### config.mk
export PLATFORM = sky130hd
export DESIGN_NAME = exec_issue_ctrl
export DESIGN_NICKNAME = d
export VERILOG_FILES = /design/src/rtl/exec_issue_ctrl_pkg.sv /design/src/rtl/exec_issue_ctrl_flag_hazard_tracker.sv /design/src/rtl/exec_issue_ctrl.sv
export SDC_FILE = /design/constraint.sdc
export NUM_CORES = 1
export LEC_CHECK = 0
export BUFFER_PORTS_ARGS = -buffer_cell sky130_fd_sc_hd__buf_2
export CORE_ASPECT_RATIO = 1.4
export CORE_MARGIN = 2
export CORE_UTILIZATION = 53
export DETAILED_ROUTE_END_ITERATION = 6
export PLACE_DENSITY = 0.85
export SYNTH_ARGS = -nofsm -noshare
export SYNTH_HDL_FRONTEND = slang
export SYNTH_SLANG_ARGS = --single-unit
### constraint.sdc
create_clock -name clk -period 4.7 [get_ports clk]
set_clock_uncertainty 0.15 [all_clocks]
set_input_delay 0.47 -clock clk [delete_from_list [all_inputs] [get_ports clk]]
set_output_delay 0.47 -clock clk [all_outputs]
set_load 0.05 [all_outputs]
### src/rtl/exec_issue_ctrl_pkg.sv
// Shared CPU issue-control types: ctrl_state codes and flag latency default.
package exec_issue_ctrl_pkg;

    localparam int unsigned FLAG_LAT_DEF = 2;
    localparam int unsigned PEND_W       = 3;
    localparam int unsigned STALL_W      = 16;

    typedef enum logic [1:0] {
        ST_IDLE = 2'd0,
        ST_RUN  = 2'd1,
        ST_HAZ  = 2'd2,
        ST_HOLD = 2'd3
    } ctrl_state_e;

endpackage

### src/rtl/exec_issue_ctrl_flag_hazard_tracker.sv
// Tracks in-flight flag writes; EXEC_ISSUE_CTRL_FLAG_FWD_EN swaps the
// conditional stall for a forward-select of the youngest writer's flags.
module flag_hazard_tracker
    import exec_issue_ctrl_pkg::*;
#(
    parameter int unsigned FLAG_LAT = FLAG_LAT_DEF
) (
    input  logic       clk,
    input  logic       rst,
    input  logic       i_dec_valid,
    input  logic       i_dec_is_cond,
    input  logic [3:0] i_dec_write_flags,
    input  logic       i_ex_en,
    output logic       o_hazard,
    output logic       o_flag_fwd_sel
);

    localparam logic [PEND_W-1:0] LAT = PEND_W'(FLAG_LAT);

    logic [PEND_W-1:0] r_pend;
    logic              w_wr_issue;

    assign w_wr_issue = i_ex_en && (i_dec_write_flags != 4'd0);

    // Flush does not touch this: issued flag writes always complete.
    always_ff @(posedge clk) begin
        if (!rst) begin
            r_pend <= '0;
        end else if (w_wr_issue) begin
            r_pend <= LAT;
        end else if (r_pend != '0) begin
            r_pend <= r_pend - 1'b1;
        end
    end

`ifdef EXEC_ISSUE_CTRL_FLAG_FWD_EN
    assign o_hazard       = 1'b0;
    assign o_flag_fwd_sel = i_ex_en && i_dec_valid && i_dec_is_cond
                            && (r_pend == LAT);
`else
    assign o_hazard       = i_dec_valid && i_dec_is_cond && (r_pend != '0);
    assign o_flag_fwd_sel = 1'b0;
`endif

endmodule

### src/rtl/exec_issue_ctrl.sv
// Execute-stage issue controller: flag hazards, mem backpressure, flush.
// Optional flag forwarding: define EXEC_ISSUE_CTRL_FLAG_FWD_EN.
module exec_issue_ctrl
    import exec_issue_ctrl_pkg::*;
#(
    parameter int unsigned FLAG_LAT = FLAG_LAT_DEF
) (
    input  logic               clk,
    input  logic               rst,
    input  logic               dec_valid,
    output logic               dec_ready,
    input  logic               dec_is_cond,
    input  logic [3:0]         dec_write_flags,
    input  logic               flush,
    input  logic               mem_ready,
    output logic               ex_en,
    output logic               ex_valid,
    output logic               flag_fwd_sel,
    output logic [1:0]         ctrl_state,
    output logic [STALL_W-1:0] stall_cnt
);

    logic               w_hazard;
    logic               w_down_ok;
    logic               w_fwd_sel;
    logic               r_ex_valid;
    logic [STALL_W-1:0] r_stall_cnt;
    ctrl_state_e        w_state;

    assign w_down_ok = !r_ex_valid || mem_ready;
    assign dec_ready = rst && w_down_ok && !w_hazard && !flush;
    assign ex_en     = dec_valid && dec_ready;

    flag_hazard_tracker #(
        .FLAG_LAT (FLAG_LAT)
    ) u_tracker (
        .clk               (clk),
        .rst               (rst),
        .i_dec_valid       (dec_valid),
        .i_dec_is_cond     (dec_is_cond),
        .i_dec_write_flags (dec_write_flags),
        .i_ex_en           (ex_en),
        .o_hazard          (w_hazard),
        .o_flag_fwd_sel    (w_fwd_sel)
    );

    assign flag_fwd_sel = w_fwd_sel;

    always_ff @(posedge clk) begin
        if (!rst) begin
            r_ex_valid <= 1'b0;
        end else if (flush) begin
            r_ex_valid <= 1'b0;
        end else if (ex_en) begin
            r_ex_valid <= 1'b1;
        end else if (mem_ready) begin
            r_ex_valid <= 1'b0;
        end
    end

    always_ff @(posedge clk) begin
        if (!rst) begin
            r_stall_cnt <= '0;
        end else if (dec_valid && !dec_ready && !flush
                     && (r_stall_cnt != {STALL_W{1'b1}})) begin
            r_stall_cnt <= r_stall_cnt + 1'b1;
        end
    end

    // State reflects the conditions seen by the upcoming issue edge.
    always_comb begin
        w_state = ST_IDLE;
        if (!rst) begin
            w_state = ST_IDLE;
        end else if (flush) begin
            w_state = ST_IDLE;
        end else if (r_ex_valid && !mem_ready) begin
            w_state = ST_HOLD;
        end else if (w_hazard) begin
            w_state = ST_HAZ;
        end else if (dec_valid || r_ex_valid) begin
            w_state = ST_RUN;
        end
    end

    assign ctrl_state = w_state;
    assign ex_valid   = r_ex_valid;
    assign stall_cnt  = r_stall_cnt;

endmodule

After elaboration in Yosys (flattened, before gate mapping) --
Index checks and enable logic that the tools add are counted.
Storage, ports and cells: register bits after elaboration 20, output and inout bits 22, logic and storage cells 41
Cells by class: add/subtract/negate cells 2, eq/ne operators 1, multiplexer cells 9, bitwise operators 1, reductions and logical operators 24
Operator list (number):
- $add 16x1->16 const B | 1
- $ne 16x16->1 const B | 1
- $mux 2 | 6
- $logic_and 1x1->1 | 11
- $logic_not 1->1 | 5
- $reduce_bool 2->1 | 2
- $reduce_bool 4->1 | 1
- $reduce_or 2->1 | 2
- $mux 1 | 3
- $reduce_bool 3->1 | 1
- $sub 3x1->3 const B | 1
- $logic_or 1x1->1 | 2
- $not 1->1 | 1

Depth between registers and ports, before layout --
word-level depth 9, gate-level depth with buffers 6, gate-level depth less buffers 6

Cells and area by module --
From an unflattened synthesis, not the netlist that was laid out.
Second synthesis, totals: cells, all modules 133, area, all modules 1167.4 um^2
By module, submodules not included:
- exec_issue_ctrl | times used 1, cells each 114, area an instance 993.5 um^2, seq. area each 340.3 um^2
- flag_hazard_tracker | times used 1, cells each 19, area an instance 173.9 um^2, seq. area each 60.1 um^2

Worst setup path after synthesis --
OpenSTA, ideal clock, no wires.
path kind input -> output, start point input port rst, end point output port ex_en, arrival 2.196 ns, slack 1.884 ns, stages 2, path buffers 0, cells stage by stage clkinv_1 nor4_1
On the way: cells in the longest elaborated chain, start to end 4
RTL lines:
- from (decl) | RTL line exec_issue_ctrl.sv:9 | input logic rst,
- $logic_and 1x1->1 (3 in series) | RTL line exec_issue_ctrl.sv:31 | assign dec_ready = rst && w_down_ok && !w_hazard && !flush;
- $logic_and 1x1->1 | RTL line exec_issue_ctrl.sv:32 | assign ex_en = dec_valid && dec_ready;
- to (decl) | RTL line exec_issue_ctrl.sv:16 | output logic ex_en,
No other way between the ends.

Worst setup path after layout --
Ends and elaborated chain as after synthesis.

==> report_table.html <==
<table>
<tr><th>Metric</th><th>Value</th></tr>
<tr><th colspan="2">Outcome</th></tr>
<tr><td>Outcome</td><td>completed</td></tr>
<tr><th colspan="2">CTS</th></tr>
<tr><td>Maximum root-to-sink buffer count</td><td>2</td></tr>
<tr><td>Total number of clock tree sinks</td><td>20</td></tr>
<tr><td>CTS H-tree depth</td><td>1</td></tr>
<tr><td>Insertion delay to the later sink of the worst-skew pair</td><td>0.30 ns</td></tr>
<tr><td>Post-CTS clock slew at the launch and capture registers of the worst setup and hold paths</td><td>0.11 ns</td></tr>
<tr><td>Number of buffers created by CTS</td><td>3</td></tr>
<tr><td>Resized Gates After CTS</td><td>0</td></tr>
<tr><td>CTS Root Buffer Type</td><td>clkbuf_4</td></tr>
<tr><td>TritonCTS clock tree</td><td>done</td></tr>
<tr><td>CTS Hold Bufs</td><td>0</td></tr>
<tr><td>Buffers inserted by post-CTS timing repair</td><td>0</td></tr>
<tr><th colspan="2">Critical path</th></tr>
<tr><td>Worst R2R Start</td><td>stall_cnt[0]</td></tr>
<tr><td>Setup Crit Path Kind</td><td>input pin to output pin</td></tr>
<tr><td>R2R Path End</td><td>stall_cnt[15]</td></tr>
<tr><td>Flop-to-flop setup slack</td><td>2.56 ns</td></tr>
<tr><td>CP Data Arrival Time</td><td>1.77 ns</td></tr>
<tr><td>Required time of the critical path</td><td>4.08 ns</td></tr>
<tr><td>Critical path's most frequent cell</td><td>buf_2</td></tr>
<tr><td>Setup crit start kind</td><td>input pin</td></tr>
<tr><td>Crit Path Max Fanout</td><td>18</td></tr>
<tr><td>Critical Path Start</td><td>rst</td></tr>
<tr><td>Termination of the worst setup path</td><td>ex_en</td></tr>
<tr><td>Critical-path cell with the highest stage delay</td><td>clkinv_1</td></tr>
<tr><td>FF-to-FF path depth</td><td>6</td></tr>
<tr><td>CP peak stage delay</td><td>0.44 ns</td></tr>
<tr><td>Cell breakdown of the critical path</td><td>buf_2, clkinv_1, nor4_1, buf_2</td></tr>
<tr><td>CP Capture Type</td><td>output pin</td></tr>
<tr><th colspan="2">Logic synthesis</th></tr>
<tr><td>Avg Synthesized Cell Area</td><td>8.611 um2</td></tr>
<tr><td>Number of instances in the synthesized netlist</td><td>119</td></tr>
<tr><td>Commonest register cell after synthesis</td><td>dfxtp_1</td></tr>
<tr><td>Syn nets</td><td>130</td></tr>
<tr><td>Register bit count reported by yosys</td><td>20</td></tr>
<tr><td>Fraction of synthesis flops using an asynchronous set or reset pin</td><td>0%</td></tr>
<tr><td>Sequential cell area fraction in the yosys report</td><td>39.07%</td></tr>
<tr><td>Synthesis Warnings</td><td>0</td></tr>
<tr><td>Netlist Area Pre-Place</td><td>0.001025 mm2</td></tr>
<tr><td>Number of enable flip-flop cells after synthesis</td><td>0</td></tr>
<tr><td>Number of distinct library cells after synthesis</td><td>34</td></tr>
<tr><th colspan="2">Cells and area</th></tr>
<tr><td>Antenna fix cells</td><td>0</td></tr>
<tr><td>Total area of sequential cells</td><td>400.4 um2</td></tr>
<tr><td>Post-route design area</td><td>0.001225 mm2</td></tr>
<tr><td>Leading cell types in the layout, fill and taps excluded</td><td>buf_2 (30), dfxtp_1 (20), nor2_1 (13)</td></tr>
<tr><td>NumNets Final</td><td>163</td></tr>
<tr><td>Most frequent standard cell in the layout excluding fill and tap cells</td><td>buf_2</td></tr>
<tr><td>Count of filler cells inserted in the layout</td><td>152</td></tr>
<tr><td>Share of cells above drive strength 1</td><td>25.83%</td></tr>
<tr><td>Synth-to-Final Area Change</td><td>19.54%</td></tr>
<tr><td>Multi-input gate area in the final layout</td><td>605.6 um2</td></tr>
<tr><th colspan="2">Die</th></tr>
<tr><td>Initial Utilization</td><td>56.88%</td></tr>
<tr><td>Die outline area</td><td>0.002306 mm2</td></tr>
<tr><td>Die height</td><td>56.03 um</td></tr>
<tr><td>Number of top-level pins</td><td>32</td></tr>
<tr><td>Placeable core region</td><td>0.001802 mm2</td></tr>
<tr><td>Horizontal die dimension</td><td>41.16 um</td></tr>
<tr><td>Row count</td><td>18</td></tr>
<tr><th colspan="2">Place</th></tr>
<tr><td>Port-buffer cells</td><td>30</td></tr>
<tr><td>Placed standard-cell area</td><td>0.001189 mm2</td></tr>
<tr><td>Final RePlAce weighted congestion</td><td>0.7980</td></tr>
<tr><td>Pre-CTS worst setup slack</td><td>2.337 ns</td></tr>
<tr><td>Placed wire-length estimate after detailed placement</td><td>1783 um</td></tr>
<tr><th colspan="2">Pwr</th></tr>
<tr><td>Leakage power summed over all cells</td><td>0.0005414 uW</td></tr>
<tr><td>Worst vdd rail ir drop</td><td>144.2 uV</td></tr>
<tr><td>Power per cell area</td><td>251.2 mW/mm2</td></tr>
<tr><th colspan="2">GRT</th></tr>
<tr><td>Pin count of the biggest net entering global routing</td><td>19</td></tr>
<tr><td>Initial antenna violation count</td><td>0</td></tr>
<tr><td>Wire length of the first global-routing pass</td><td>3705 um</td></tr>
<tr><td>Number of global-route vias before repair</td><td>879</td></tr>
<tr><td>Grt total ovfl</td><td>0</td></tr>
<tr><td>Aggregate global-route resource usage</td><td>22.25%</td></tr>
<tr><th colspan="2">Min path</th></tr>
<tr><td>HP Start</td><td>dec_write_flags[2]</td></tr>
<tr><td>Type of the tightest min-delay check</td><td>input pin to flop</td></tr>
<tr><th colspan="2">Route</th></tr>
<tr><td>Total DRC errors in the routed layout</td><td>0</td></tr>
<tr><td>Total vias in the final route</td><td>1001</td></tr>
<tr><td>Average via count per standard cell</td><td>5.854</td></tr>
<tr><td>Wire length per cell after detailed routing</td><td>13.77 um</td></tr>
<tr><td>Starting DRC count in detailed routing</td><td>12</td></tr>
<tr><td>DRT Pass-1 Iters</td><td>4</td></tr>
<tr><td>Routed Antenna Nets</td><td>0</td></tr>
<tr><td>Total wirelength of the detailed-routed design</td><td>2355 um</td></tr>
<tr><th colspan="2">Timing</th></tr>
<tr><td>Final min period</td><td>2.391 ns</td></tr>
<tr><td>Final Setup Violations</td><td>0</td></tr>
<tr><td>Min setup slack post-route</td><td>2.309 ns</td></tr>
<tr><td>Period utilisation layout</td><td>50.87%</td></tr>
<tr><td>Total negative setup slack</td><td>0 ns</td></tr>
<tr><td>Setup repair after global routing missed its margin</td><td>no</td></tr>
<tr><td>Hold Fails Final Rpt</td><td>0</td></tr>
<tr><td>Maximum frequency from static timing analysis</td><td>0.4183 GHz</td></tr>
<tr><td>Final Slew Violations</td><td>0</td></tr>
<tr><th colspan="2">Flow run</th></tr>
<tr><td>Number of violations of the max-capacitance limit</td><td>0</td></tr>
</table>
worst min path at each step:
stage,end,slack [ns],cells past startpoint
after floorplan,u_tracker.r_pend[2],0.32,2
after global placement,stall_cnt[1],0.33,2
after detailed placement,stall_cnt[1],0.35,2
after CTS,u_tracker.r_pend[1],0.31,3
after global routing,u_tracker.r_pend[1],0.34,3
final,u_tracker.r_pend[1],0.32,3
registers in the layout, summed over array words and instances (netlist names):
signal	count
u_tracker.r_pend	3
stall_cnt	16
ex_valid	1
worst max-delay path: cells and delay by family:
kind,cells,cell delay [ns]
buf+inv,3,0.92
simple gates,1,0.38
cells in the mapped netlist, types with 2 or more instances:
cell	instances	area share, %
and3_1	4	2.4
nand2b_1	3	1.8
nor2b_1	2	1.2
o41ai_1	3	2.6
nand2_1	8	2.9
o21ai_0	6	2.9
xor2_1	7	6.0
or3_1	5	3.1
nand4_1	6	3.7
and4_1	3	2.6
nand3_1	7	3.4
a21oi_1	11	5.4
dfxtp_1	20	39
nor2_1	13	4.8
nor3_1	2	0.98
kinds of logic after synthesis:
kind of cell    synth area share (%)
other cells                   0.3659
xor+xnor                       5.983
fa+ha+maj                      1.221
simple gates                   34.19
flops                          39.07
compound gates                 17.34
buf+inv                        1.831
report_power, final:
group / internal (uW) / switching [uW]
Sequential: 171 / 2.08
Clock: 47.2 / 52.2
Combinational: 10.1 / 24.9
stage by stage:
step / hold WS, ns / power [uW] / util, % / instances
global route: 0.3383 / 318.2 / 67.99 / 171
detailed placement: 0.3487 / 211.8 / 65.97 / 167
CTS: 0.3087 / 310.5 / 67.99 / 171
floorplan: 0.3237 / 201.8 / - / 119
global placement: 0.3316 / 210.7 / 65.97 / 167
finish: 0.3167 / 307.7 / 67.99 / 171
area by class of cell:
type,count,share of cell area [%]
multi-input cells,95,49.44
flip-flops and latches,20,32.69
repair buffers,30,12.26
clock buffers,4,2.962
well taps,20,2.043
inverters,2,0.6129
layer usage:
metal | part of all wire (%) | up-vias | GRT usage, % | wire [um]
li1 | - | 509 | - | -
met1 | 43 | 469 | 27.46 | 1020
met2 | 53 | 21 | 36.61 | 1246
met3 | 3.1 | 2 | 3.200 | 74
met4 | 0.55 | 0 | 8.295 | 13
met5 | 0 | - | 0 | 0
Note: power is estimated with default switching activity, not from simulation.
